$ cat config.mk
export PLATFORM = sky130hd
export DESIGN_NAME = conv_scheduler
export DESIGN_NICKNAME = d
export VERILOG_FILES = /design/src/rtl/ttpu_pkg.sv /design/src/rtl/raster_pos_counter.sv /design/src/rtl/conv_scheduler.sv
export SDC_FILE = /design/constraint.sdc
export NUM_CORES = 1
export LEC_CHECK = 0
export BUFFER_PORTS_ARGS = -buffer_cell sky130_fd_sc_hd__clkbuf_2
export CORE_MARGIN = 2
export CORE_UTILIZATION = 40
export CTS_BUF_LIST = sky130_fd_sc_hd__clkbuf_4
export CTS_CLUSTER_SIZE = 24
export DETAILED_ROUTE_END_ITERATION = 12
export PLACE_DENSITY_LB_ADDON = 0.1
export SLEW_MARGIN = 10
export SYNTH_ARGS = -nofsm -noshare
export SYNTH_HDL_FRONTEND = slang
export SYNTH_SLANG_ARGS = --single-unit
$ cat constraint.sdc
create_clock -name clk -period 9.6 [get_ports clk]
set_input_delay 1.44 -clock clk [delete_from_list [all_inputs] [get_ports clk]]
set_output_delay 1.44 -clock clk [all_outputs]
set_load 0.01 [all_outputs]
$ cat src/rtl/ttpu_pkg.sv
// Shared types and sizing helpers for the convolution tile scheduler.
// The helpers size address and kernel-dimension fields from the image geometry.
package ttpu_pkg;

    typedef enum logic [2:0] {
        IDLE,
        LOAD,
        STEP,
        DRAIN,
        WRITE,
        FINISH
    } conv_state_t;

    function automatic int unsigned addr_width(input int unsigned w, input int unsigned h);
        return (w * h > 1) ? $clog2(w * h) : 1;
    endfunction

    function automatic int unsigned kdim_width(input int unsigned w);
        return (w > 1) ? $clog2(w) : 1;
    endfunction

endpackage

$ cat src/rtl/raster_pos_counter.sv
// Per-unit raster position (row, col, output index, window address) for one compute unit.
// Positions are chained: each unit's next position is one raster step past its predecessor.
module raster_pos_counter #(
    parameter int unsigned AW = 6,
    parameter int unsigned KW = 3
) (
    input  logic          clk,
    input  logic          reset,
    input  logic          load,
    input  logic          first,
    input  logic [AW-1:0] ow,
    input  logic [AW-1:0] oh,
    input  logic [KW-1:0] k,
    input  logic [AW-1:0] prev_row,
    input  logic [AW-1:0] prev_col,
    input  logic [AW-1:0] prev_idx,
    input  logic [AW-1:0] prev_addr,
    output logic [AW-1:0] row,
    output logic [AW-1:0] col,
    output logic [AW-1:0] idx,
    output logic [AW-1:0] addr,
    output logic          valid,
    output logic [AW-1:0] nxt_row,
    output logic [AW-1:0] nxt_col,
    output logic [AW-1:0] nxt_idx,
    output logic [AW-1:0] nxt_addr,
    output logic          nxt_valid
);

    always_comb begin
        nxt_row  = '0;
        nxt_col  = '0;
        nxt_idx  = '0;
        nxt_addr = '0;
        if (!first) begin
            nxt_idx = prev_idx + AW'(1);
            if (prev_col == ow - AW'(1)) begin
                nxt_row  = prev_row + AW'(1);
                nxt_col  = '0;
                // Wrapping skips the K-1 columns where no window can start.
                nxt_addr = prev_addr + AW'(k);
            end else begin
                nxt_row  = prev_row;
                nxt_col  = prev_col + AW'(1);
                nxt_addr = prev_addr + AW'(1);
            end
        end
    end

    // Column never exceeds OW-1, so the index is in range exactly when the row is.
    assign nxt_valid = (nxt_row < oh);

    always_ff @(posedge clk or negedge reset) begin
        if (!reset) begin
            row   <= '0;
            col   <= '0;
            idx   <= '0;
            addr  <= '0;
            valid <= 1'b0;
        end else if (load) begin
            row   <= nxt_row;
            col   <= nxt_col;
            idx   <= nxt_idx;
            addr  <= nxt_addr;
            valid <= nxt_valid;
        end
    end

endmodule

$ cat src/rtl/conv_scheduler.sv
// Convolution pass scheduler: walks output pixels in groups of NUM_UNITS and sequences
// load / K*K tap steps / MAC drain / write-back for each group.
module conv_scheduler
    import ttpu_pkg::*;
#(
    parameter int unsigned DATA_WIDTH   = 16,
    parameter int unsigned IMAGE_WIDTH  = 8,
    parameter int unsigned IMAGE_HEIGHT = 8,
    parameter int unsigned NUM_UNITS    = 2,
    parameter int unsigned DRAIN_CYCLES = 2,
    localparam int unsigned AW = addr_width(IMAGE_WIDTH, IMAGE_HEIGHT),
    localparam int unsigned KW = kdim_width(IMAGE_WIDTH)
) (
    input  logic                         clk,
    input  logic                         reset,
    input  logic                         start,
    input  logic                         abort,
    input  logic [KW-1:0]                kernel_dim,
    output logic                         en,
    output logic                         step,
    output logic                         read_mem1,
    output logic                         read_mem2,
    output logic [NUM_UNITS-1:0][AW-1:0] start_addr_1,
    output logic [NUM_UNITS-1:0][AW-1:0] start_addr_2,
    output logic                         acc_clear,
    output logic                         acc_en,
    output logic                         simple_write,
    output logic [NUM_UNITS-1:0][AW-1:0] simple_write_addr,
    output logic [NUM_UNITS-1:0]         wr_mask,
    output logic                         busy,
    output logic                         done,
    output logic                         error
);

    localparam int unsigned DW = $clog2(DRAIN_CYCLES + 1);
    localparam int unsigned TW = (2 * KW > DW) ? 2 * KW : DW;

    if (AW > DATA_WIDTH) begin : g_aw_check
        $error("address width exceeds DATA_WIDTH");
    end

    conv_state_t   state_q, state_d;
    logic [KW-1:0] k_q, k_d, k_cur;
    logic [TW-1:0] tap_q, tap_d, kk;
    logic          err_q, err_d;
    logic          k_ok, pos_load, pos_first, more;
    logic [AW-1:0] ow, oh;

    logic [AW-1:0] u_row [NUM_UNITS];
    logic [AW-1:0] u_col [NUM_UNITS];
    logic [AW-1:0] u_idx [NUM_UNITS];
    logic [AW-1:0] u_addr [NUM_UNITS];
    logic          u_valid [NUM_UNITS];
    logic [AW-1:0] n_row [NUM_UNITS];
    logic [AW-1:0] n_col [NUM_UNITS];
    logic [AW-1:0] n_idx [NUM_UNITS];
    logic [AW-1:0] n_addr [NUM_UNITS];
    logic          n_valid [NUM_UNITS];
    logic [AW-1:0] p_row [NUM_UNITS];
    logic [AW-1:0] p_col [NUM_UNITS];
    logic [AW-1:0] p_idx [NUM_UNITS];
    logic [AW-1:0] p_addr [NUM_UNITS];
    logic          u_first [NUM_UNITS];

    assign k_ok = (kernel_dim != '0) && (32'(kernel_dim) < IMAGE_WIDTH)
                  && (32'(kernel_dim) <= IMAGE_HEIGHT);

    // In IDLE the counters are seeded from the live kernel_dim on the accepting edge.
    assign k_cur     = (state_q == IDLE) ? kernel_dim : k_q;
    assign ow        = AW'(IMAGE_WIDTH) - AW'(k_cur) + AW'(1);
    assign oh        = AW'(IMAGE_HEIGHT) - AW'(k_cur) + AW'(1);
    assign kk        = TW'(k_q) * TW'(k_q);
    assign pos_first = (state_q == IDLE);
    assign more      = n_valid[0];
    assign error     = err_q;

    for (genvar i = 0; i < NUM_UNITS; i++) begin : g_unit
        if (i == 0) begin : g_head
            assign p_row[i]   = u_row[NUM_UNITS-1];
            assign p_col[i]   = u_col[NUM_UNITS-1];
            assign p_idx[i]   = u_idx[NUM_UNITS-1];
            assign p_addr[i]  = u_addr[NUM_UNITS-1];
            assign u_first[i] = pos_first;
        end else begin : g_tail
            assign p_row[i]   = n_row[i-1];
            assign p_col[i]   = n_col[i-1];
            assign p_idx[i]   = n_idx[i-1];
            assign p_addr[i]  = n_addr[i-1];
            assign u_first[i] = 1'b0;
        end

        raster_pos_counter #(
            .AW(AW),
            .KW(KW)
        ) u_pos (
            .clk      (clk),
            .reset    (reset),
            .load     (pos_load),
            .first    (u_first[i]),
            .ow       (ow),
            .oh       (oh),
            .k        (k_cur),
            .prev_row (p_row[i]),
            .prev_col (p_col[i]),
            .prev_idx (p_idx[i]),
            .prev_addr(p_addr[i]),
            .row      (u_row[i]),
            .col      (u_col[i]),
            .idx      (u_idx[i]),
            .addr     (u_addr[i]),
            .valid    (u_valid[i]),
            .nxt_row  (n_row[i]),
            .nxt_col  (n_col[i]),
            .nxt_idx  (n_idx[i]),
            .nxt_addr (n_addr[i]),
            .nxt_valid(n_valid[i])
        );

        assign start_addr_1[i]      = u_addr[i];
        assign start_addr_2[i]      = '0;
        assign simple_write_addr[i] = u_idx[i];
        assign wr_mask[i]           = u_valid[i];
    end

    always_comb begin
        state_d      = state_q;
        k_d          = k_q;
        tap_d        = tap_q;
        err_d        = err_q;
        pos_load     = 1'b0;
        en           = 1'b0;
        step         = 1'b0;
        read_mem1    = 1'b0;
        read_mem2    = 1'b0;
        acc_clear    = 1'b0;
        acc_en       = 1'b0;
        simple_write = 1'b0;
        busy         = 1'b0;
        done         = 1'b0;
        if (abort && (state_q != IDLE)) begin
            state_d = IDLE;
            tap_d   = '0;
        end else begin
            case (state_q)
                IDLE: begin
                    if (start) begin
                        if (k_ok) begin
                            k_d      = kernel_dim;
                            err_d    = 1'b0;
                            pos_load = 1'b1;
                            state_d  = LOAD;
                        end else begin
                            err_d   = 1'b1;
                            state_d = FINISH;
                        end
                    end
                end
                LOAD: begin
                    en        = 1'b1;
                    read_mem1 = 1'b1;
                    read_mem2 = 1'b1;
                    acc_clear = 1'b1;
                    busy      = 1'b1;
                    tap_d     = '0;
                    state_d   = STEP;
                end
                STEP: begin
                    en     = 1'b1;
                    step   = 1'b1;
                    acc_en = 1'b1;
                    busy   = 1'b1;
                    if (tap_q == kk - TW'(1)) begin
                        tap_d   = '0;
                        state_d = DRAIN;
                    end else begin
                        tap_d = tap_q + TW'(1);
                    end
                end
                DRAIN: begin
                    busy = 1'b1;
                    if (tap_q == TW'(DRAIN_CYCLES - 1)) begin
                        tap_d   = '0;
                        state_d = WRITE;
                    end else begin
                        tap_d = tap_q + TW'(1);
                    end
                end
                WRITE: begin
                    simple_write = 1'b1;
                    busy         = 1'b1;
                    pos_load     = more;
                    state_d      = more ? LOAD : FINISH;
                end
                FINISH: begin
                    done    = 1'b1;
                    state_d = IDLE;
                end
                default: state_d = IDLE;
            endcase
        end
    end

    always_ff @(posedge clk or negedge reset) begin
        if (!reset) begin
            state_q <= IDLE;
            k_q     <= '0;
            tap_q   <= '0;
            err_q   <= 1'b0;
        end else begin
            state_q <= state_d;
            k_q     <= k_d;
            tap_q   <= tap_d;
            err_q   <= err_d;
        end
    end

endmodule
# Word-level counts from Yosys, hierarchy flattened
# Index checks and enable logic that the tools add are counted.
op_classes:
  mux: 39
  addsub: 15
  order_cmp: 2
  n_reduce_logical: 10
  bitwise_logic: 1
  mul: 1
  n_eq_ne: 12
op_table:
  columns: ["cell", "n"]
  rows:
  - ["2-to-1 mux 6 bit", 13]
  - ["adder 6 x 1 -> 6 bit (second input constant)", 9]
  - ["2-to-1 mux 3 bit", 7]
  - ["== test 6 bit", 3]
  - ["case mux 6 bit (3 select lines)", 1]
  - ["2-to-1 mux 1 bit", 16]
  - ["case mux 3 bit (5 select lines)", 1]
  - ["adder 6 x 3 -> 6 bit", 2]
  - ["less-than comparator 6 bit", 2]
  - ["subtractor 6 x 1 -> 6 bit (second input constant)", 2]
  - ["!= test 3 bit (second input constant)", 3]
  - ["adder 5 x 2 -> 6 bit (second input constant)", 1]
  - ["== test 3 x 2 -> 1 bit (second input constant)", 2]
  - ["== test 3 bit (second input constant)", 2]
  - ["== test 6 x 1 -> 1 bit (second input constant)", 1]
  - ["multiplier 3 x 3 -> 6 bit", 1]
  - ["AND reduction 3 bit", 2]
  - ["nonzero test 3 bit", 2]
  - ["subtractor 4 x 3 -> 5 bit (first input constant)", 1]
  - ["AND reduction 4 bit", 1]
  - ["nonzero test 4 bit", 1]
  - ["OR reduction 4 bit", 1]
  - ["== test 3 x 1 -> 1 bit (second input constant)", 1]
  - ["zero test 3 bit", 1]
  - ["other kinds (4)", 4]
word_totals:
  word_cells: 92
  inputBits: 7
  output_inout_bits: 48
  register_bits: 51

# Logic depth before layout (Yosys ltp)
depth:
  ltp_word: 12
  depth_mapped: 24
  mapped_depth_nobuf: 20

# Hierarchy
# A second synthesis with hierarchy kept.
unflattened:
  hier_cells: 533
  area_unflattened_um2: 4908.5
modules_own_cells:
  columns: ["module", "area_per_inst_um2", "cells_each", "instances"]
  rows:
  - ["raster_pos_counter (g_unit[0].u_pos)", 1858.0, 197, 1]
  - ["raster_pos_counter (g_unit[1].u_pos)", 1814.2, 189, 1]
  - ["conv_scheduler", 1236.2, 147, 1]

# Worst setup path after synthesis
# Ideal clock, no wire load.
synth_timing:
  path_type: "input-to-reg"
  from: "input port kernel_dim[0]"
  to: "register g_unit[0].u_pos.addr[0]"
  required_ns: 9.475
  t_arrival_ns: 5.727
  setup_ns: 0.125
  cell_stages: 21
  n_path_buf: 4
  slack_ns: 3.748
  path_cell_list: "or4b_4 -> nand2_1 -> inv_1 -> ha_1 -> clkbuf_1 -> nor3_1 -> o311ai_0 -> o31ai_1 -> or4b_1 -> buf_2 -> a21oi_1 -> xnor2_1 -> nor2_1 -> ha_1 -> o2111ai_1 -> o21bai_1 -> o2111a_2 -> a21boi_2 -> buf_6 -> buf_6 -> mux2_4"
synth_between:
  elab_chain_cells: 10
  word_cells_on_any_way: 16
  classes_between: "add/sub: 4; order compare: 1; eq/ne: 1; mux: 9; reduce/logical: 1"
synth_rtl:
  columns: ["item", "line", "rtl"]
  rows:
  - ["start, declared", "conv_scheduler.sv:18", "input logic [KW-1:0] kernel_dim,"]
  - ["2-to-1 mux 3 bit", "conv_scheduler.sv:69", "assign k_cur = (state_q == IDLE) ? kernel_dim : k_q;"]
  - ["subtractor 4 x 3 -> 5 bit", "conv_scheduler.sv:70, conv_scheduler.sv:71", null]
  - ["adder 5 x 2 -> 6 bit", "conv_scheduler.sv:70, conv_scheduler.sv:71", null]
  - ["subtractor 6 x 1 -> 6 bit", "raster_pos_counter.sv:37", "if (prev_col == ow - AW'(1)) begin"]
  - ["== test 6 bit", "raster_pos_counter.sv:37", null]
  - ["2-to-1 mux 6 bit", "raster_pos_counter.sv:37", null]
  - ["2-to-1 mux 6 bit", "raster_pos_counter.sv:35", "if (!first) begin"]
  - ["less-than comparator 6 bit", "raster_pos_counter.sv:51", "assign nxt_valid = (nxt_row < oh);"]
  - ["case mux 1 bit (2 select lines)", "conv_scheduler.sv:144", "case (state_q)"]
  - ["2-to-1 mux 1 bit", "conv_scheduler.sv:140", "if (abort && (state_q != IDLE)) begin"]
  - ["end signal, assigned", "raster_pos_counter.sv:64", "addr <= nxt_addr;"]
  - ["end, declared", "raster_pos_counter.sv:21", "output logic [AW-1:0] addr,"]
# Parallel ways exist; a longest one is shown, timed or not.
# A chain may end at the register's enable or synchronous reset.

# Worst setup path after layout
layout_timing:
  from: "input port kernel_dim[0]"
  to: "register g_unit[1].u_pos.row[4]"
layout_between:
  elab_chain_cells: 10
  word_cells_on_any_way: 18
  classes_between: "add/sub: 4; order compare: 1; eq/ne: 2; mux: 10; reduce/logical: 1"
layout_rtl:
  columns: ["item", "line", "rtl"]
  rows:
  - ["2-to-1 mux 3 bit", "conv_scheduler.sv:69", null]
  - ["subtractor 4 x 3 -> 5 bit", "conv_scheduler.sv:70, conv_scheduler.sv:71", null]
  - ["adder 5 x 2 -> 6 bit", "conv_scheduler.sv:70, conv_scheduler.sv:71", null]
  - ["subtractor 6 x 1 -> 6 bit", "raster_pos_counter.sv:37", null]
  - ["== test 6 bit", "raster_pos_counter.sv:37", null]
  - ["2-to-1 mux 6 bit", "raster_pos_counter.sv:37", null]
  - ["2-to-1 mux 6 bit", "raster_pos_counter.sv:35", null]
  - ["less-than comparator 6 bit", "raster_pos_counter.sv:51", null]
  - ["case mux 1 bit (2 select lines)", "conv_scheduler.sv:144", null]
  - ["2-to-1 mux 1 bit", "conv_scheduler.sv:140", null]
  - ["end signal, assigned", "raster_pos_counter.sv:61", "row <= nxt_row;"]
  - ["end, declared", "raster_pos_counter.sv:18", "output logic [AW-1:0] row,"]
# Parallel ways exist; a longest one is shown, timed or not.

==> flow_summary.json <==
{
  "worstReg2RegEnd": "g_unit[1].u_pos.row[4]",
  "critical_path.endpoint_type": "flip-flop",
  "dieArea_um2": 11280,
  "clockBufferDepth": 2,
  "drt_pre_antenna_iters": 4,
  "timing.setup.tns_ns": 0,
  "required_time_reported_for_the_critical_path_endpoint_ns": 9.89,
  "outcome": "finished, final reports clean",
  "antenna_found_initial": 0,
  "power.density_nw_per_um2": 317.9,
  "drc_violations_left": 0,
  "post-cts-setup-buffer-count": 0,
  "hold_end": "g_unit[0].u_pos.addr[3]",
  "r2r_slack_ns": 2.99,
  "ctsHtreeMaxLevel": 2,
  "timing_hold_violations_final": 0,
  "crit_type": "in -> reg",
  "postSynthAreaPerCell_um2": 9.088,
  "final.period_utilization": 0.7122,
  "min-delay-path-class": "reg -> reg",
  "number_of_buffers_created_by_cts": 5,
  "maximum_number_of_pins_on_one_net_before_global_route_repair": 52,
  "start_util": 0.4086,
  "fin_crit_ns": 6.837,
  "hpwl_um": 6928,
  "netlist.top_cell.by_area": "sky130_fd_sc_hd__dfrtp_1",
  "layout-area-overhead-vs-synth_pct": 6.585,
  "synth-async-reset-ratio": 1.000,
  "ir_drop_uv": 120.9,
  "tritoncts": "built",
  "total_leakage_power_uw": 0.002095,
  "dr_total_vias": 3266,
  "cp.arrival_ns": 7.12,
  "grt_pass1_vias": 3155,
  "postSynthRegisterBits": 51,
  "final_util": 0.4355,
  "synth.yosys.warnings": 0,
  "place_congestion": 0.8778,
  "clkSinkCount": 51,
  "post_cts_hold_buffer_count": 0,
  "grt_pass1_wl_um": 16060,
  "r2r.worst_path.cells": 17,
  "totalWireLength_um": 9348,
  "clock-skew-final_ns": 0.008879,
  "maxCapViolCount": 0,
  "chipWidth_um": 106.2,
  "yosys.cell_types.count": 72,
  "synth_top_cell_area_share": 0.3053,
  "post_drt_wl_per_cell_um": 15.08,
  "cell_area_after_synthesis_um2": 4180,
  "crit-reg2reg-launch": "state_q[0]",
  "setup_violators_final": 0,
  "clock_latency_ns": 0.38,
  "timing.max_slew.rel_slack": 0.5418,
  "post_route_cells_drive_above_1_share": 0.1860,
  "seq_area_frac_synth": 0.3053,
  "design.final.nets": 517,
  "cp-start-kind": "primary input",
  "worst_slew_pin_slew_ns": 0.6820,
  "grt.overflow.total": 0,
  "synthTopCellsByCount": "53 x sky130_fd_sc_hd__nand2_1, 51 x sky130_fd_sc_hd__dfrtp_1, 30 x sky130_fd_sc_hd__nor2_1",
  "top_post_synthesis_cells_by_area": "sky130_fd_sc_hd__dfrtp_1 31%, sky130_fd_sc_hd__ha_1 7.5%, sky130_fd_sc_hd__mux2_4 5.4%",
  "synthMostInstantiatedCell": "sky130_fd_sc_hd__nand2_1",
  "synth_enable_flop_cells": 0,
  "detail_route.vias_per_cell": 5.268,
  "io_pins": 55,
  "timing.critical_path.fanout_max": 37,
  "clk_pin_slew_worst_paths_ns": 0.16,
  "placement_rows": 37,
  "master_cell_of_the_clock_root_buffer": "sky130_fd_sc_hd__clkbuf_4",
  "core_area_um2": 10230,
  "final-max-slew-violation-count": 0,
  "detail_route.iter0.violations": 137,
  "synthCells": 460,
  "die-height_um": 106.2,
  "worstHoldPathCells": 2,
  "hold_start": "g_unit[0].u_pos.addr[3]",
  "num_antenna_cells": 0,
  "grt_setup_unrepaired": "false",
  "port-buffer-count": 42,
  "synth_ff_type": "sky130_fd_sc_hd__dfrtp_1",
  "fmaxAchievable_mhz": 146.3,
  "postRouteAntennaNets": 0,
  "cts_repair_resize_count": 0,
  "grt_usage": 0.1754
}
## logic make-up after synthesis
kind of cell	share of synthesized area
simple gates	0.2038
compound gates	0.1434
buf+inv	0.07512
flops	0.3053
xor+xnor	0.09668
mux	0.08949
fa+ha+maj	0.08441
other cells	0.001797
## flip-flops by register name, indices dropped and copies added, names as in the netlist, 2 cells and up
register,count
g_unit.u_pos.col,6
g_unit.u_pos.idx,12
g_unit.u_pos.row,6
g_unit.u_pos.valid,2
tap_q,6
state_q,3
k_q,3
g_unit.u_pos.addr,12
## worst max path at each step
stage | start | to | slack, ns | cells past startpoint
floorplan | kernel_dim[0] | g_unit[0].u_pos.addr[0] | 3.75 | 21
global placement | kernel_dim[0] | g_unit[1].u_pos.row[4] | 2.57 | 19
detailed placement | kernel_dim[0] | g_unit[1].u_pos.row[4] | 2.44 | 19
CTS | kernel_dim[0] | g_unit[1].u_pos.row[4] | 2.82 | 19
global route | kernel_dim[0] | g_unit[1].u_pos.row[4] | 2.35 | 19
finish | kernel_dim[0] | g_unit[1].u_pos.row[4] | 2.76 | 19
## layout make-up
class	count	area, um2
clock inverters	3	47.55
multi-input cells	367	2643
fillers	1014	5776
repair buffers	45	232.7
clock buffers	5	37.54
well taps	136	170.2
inverters	13	48.80
flip-flops and latches	51	1276
## placed cells by master (no fill, tap or decap), drive strengths merged, types with 3 or more instances in the layout
cell type   n
or3         4
a21o        4
ha         25
a21oi      16
xor2       16
and2        6
nor2b       8
o41ai       3
nand2b      4
nor3       16
nor4        3
nand3      17
o31ai       8
nor2       31
a21boi      3
mux2       22
o21a        3
clkbuf     47
a22oi       3
mux2i       7
and3        7
inv        14
nand4       4
xnor2      25
buf         3
conb       14
o2111a      3
nand2      54
o21ai      31
dfrtp      51
## stage by stage
| stage | power [uW] | area, um2 | cells | setup WS [ns] | hold WS, ns |
|---|---|---|---|---|---|
| 3_3_place_gp | 1280 | 4370 | 612 | 2.567 | 0.4752 |
| 6_report | 1417 | 4456 | 620 | 2.763 | 0.5007 |
| 4_1_cts | 1428 | 4456 | 620 | 2.816 | 0.5093 |
| 5_1_grt | 1560 | 4456 | 620 | 2.349 | 0.5547 |
| 2_1_floorplan | 1091 | 4225 | 472 | 3.748 | 0.4586 |
| 3_5_place_dp | 1286 | 4370 | 612 | 2.441 | 0.4714 |
## layer usage
| layer | wire (um) | global-route usage | vias up | part of all wire |
|---|---|---|---|---|
| li1 | - | - | 1642 | - |
| met1 | 4730 | 0.2531 | 1543 | 0.51 |
| met2 | 4127 | 0.2766 | 73 | 0.44 |
| met3 | 392 | 0.02820 | 8 | 0.042 |
| met4 | 97 | 0.03759 | 0 | 0.010 |
| met5 | 0 | 0 | - | 0 |
## worst max-delay path, stage by stage
cell and delay [ns]:
sky130_fd_sc_hd__clkbuf_2 0.14, sky130_fd_sc_hd__or4b_4 0.49, sky130_fd_sc_hd__nand2_1 0.18, sky130_fd_sc_hd__inv_1 0.11
sky130_fd_sc_hd__ha_1 0.52, sky130_fd_sc_hd__and4b_1 0.24, sky130_fd_sc_hd__o311ai_0 0.32, sky130_fd_sc_hd__o31ai_1 0.20
sky130_fd_sc_hd__or4b_1 0.68, sky130_fd_sc_hd__a21oi_1 0.25, sky130_fd_sc_hd__xnor2_1 0.17, sky130_fd_sc_hd__nor2_1 0.10
sky130_fd_sc_hd__ha_1 0.33, sky130_fd_sc_hd__o2111ai_1 0.13, sky130_fd_sc_hd__o21bai_1 0.17, sky130_fd_sc_hd__o2111a_2 0.20
sky130_fd_sc_hd__a21boi_4 0.55, sky130_fd_sc_hd__buf_4 0.49, sky130_fd_sc_hd__mux2_2 0.38
## report_power, final
part           switching (uW)  total, uW  internal [uW]
Combinational             546        928            382
Sequential               89.7        355            265
Clock                    76.7        133           56.4
Power figures use the tool's default switching activity.
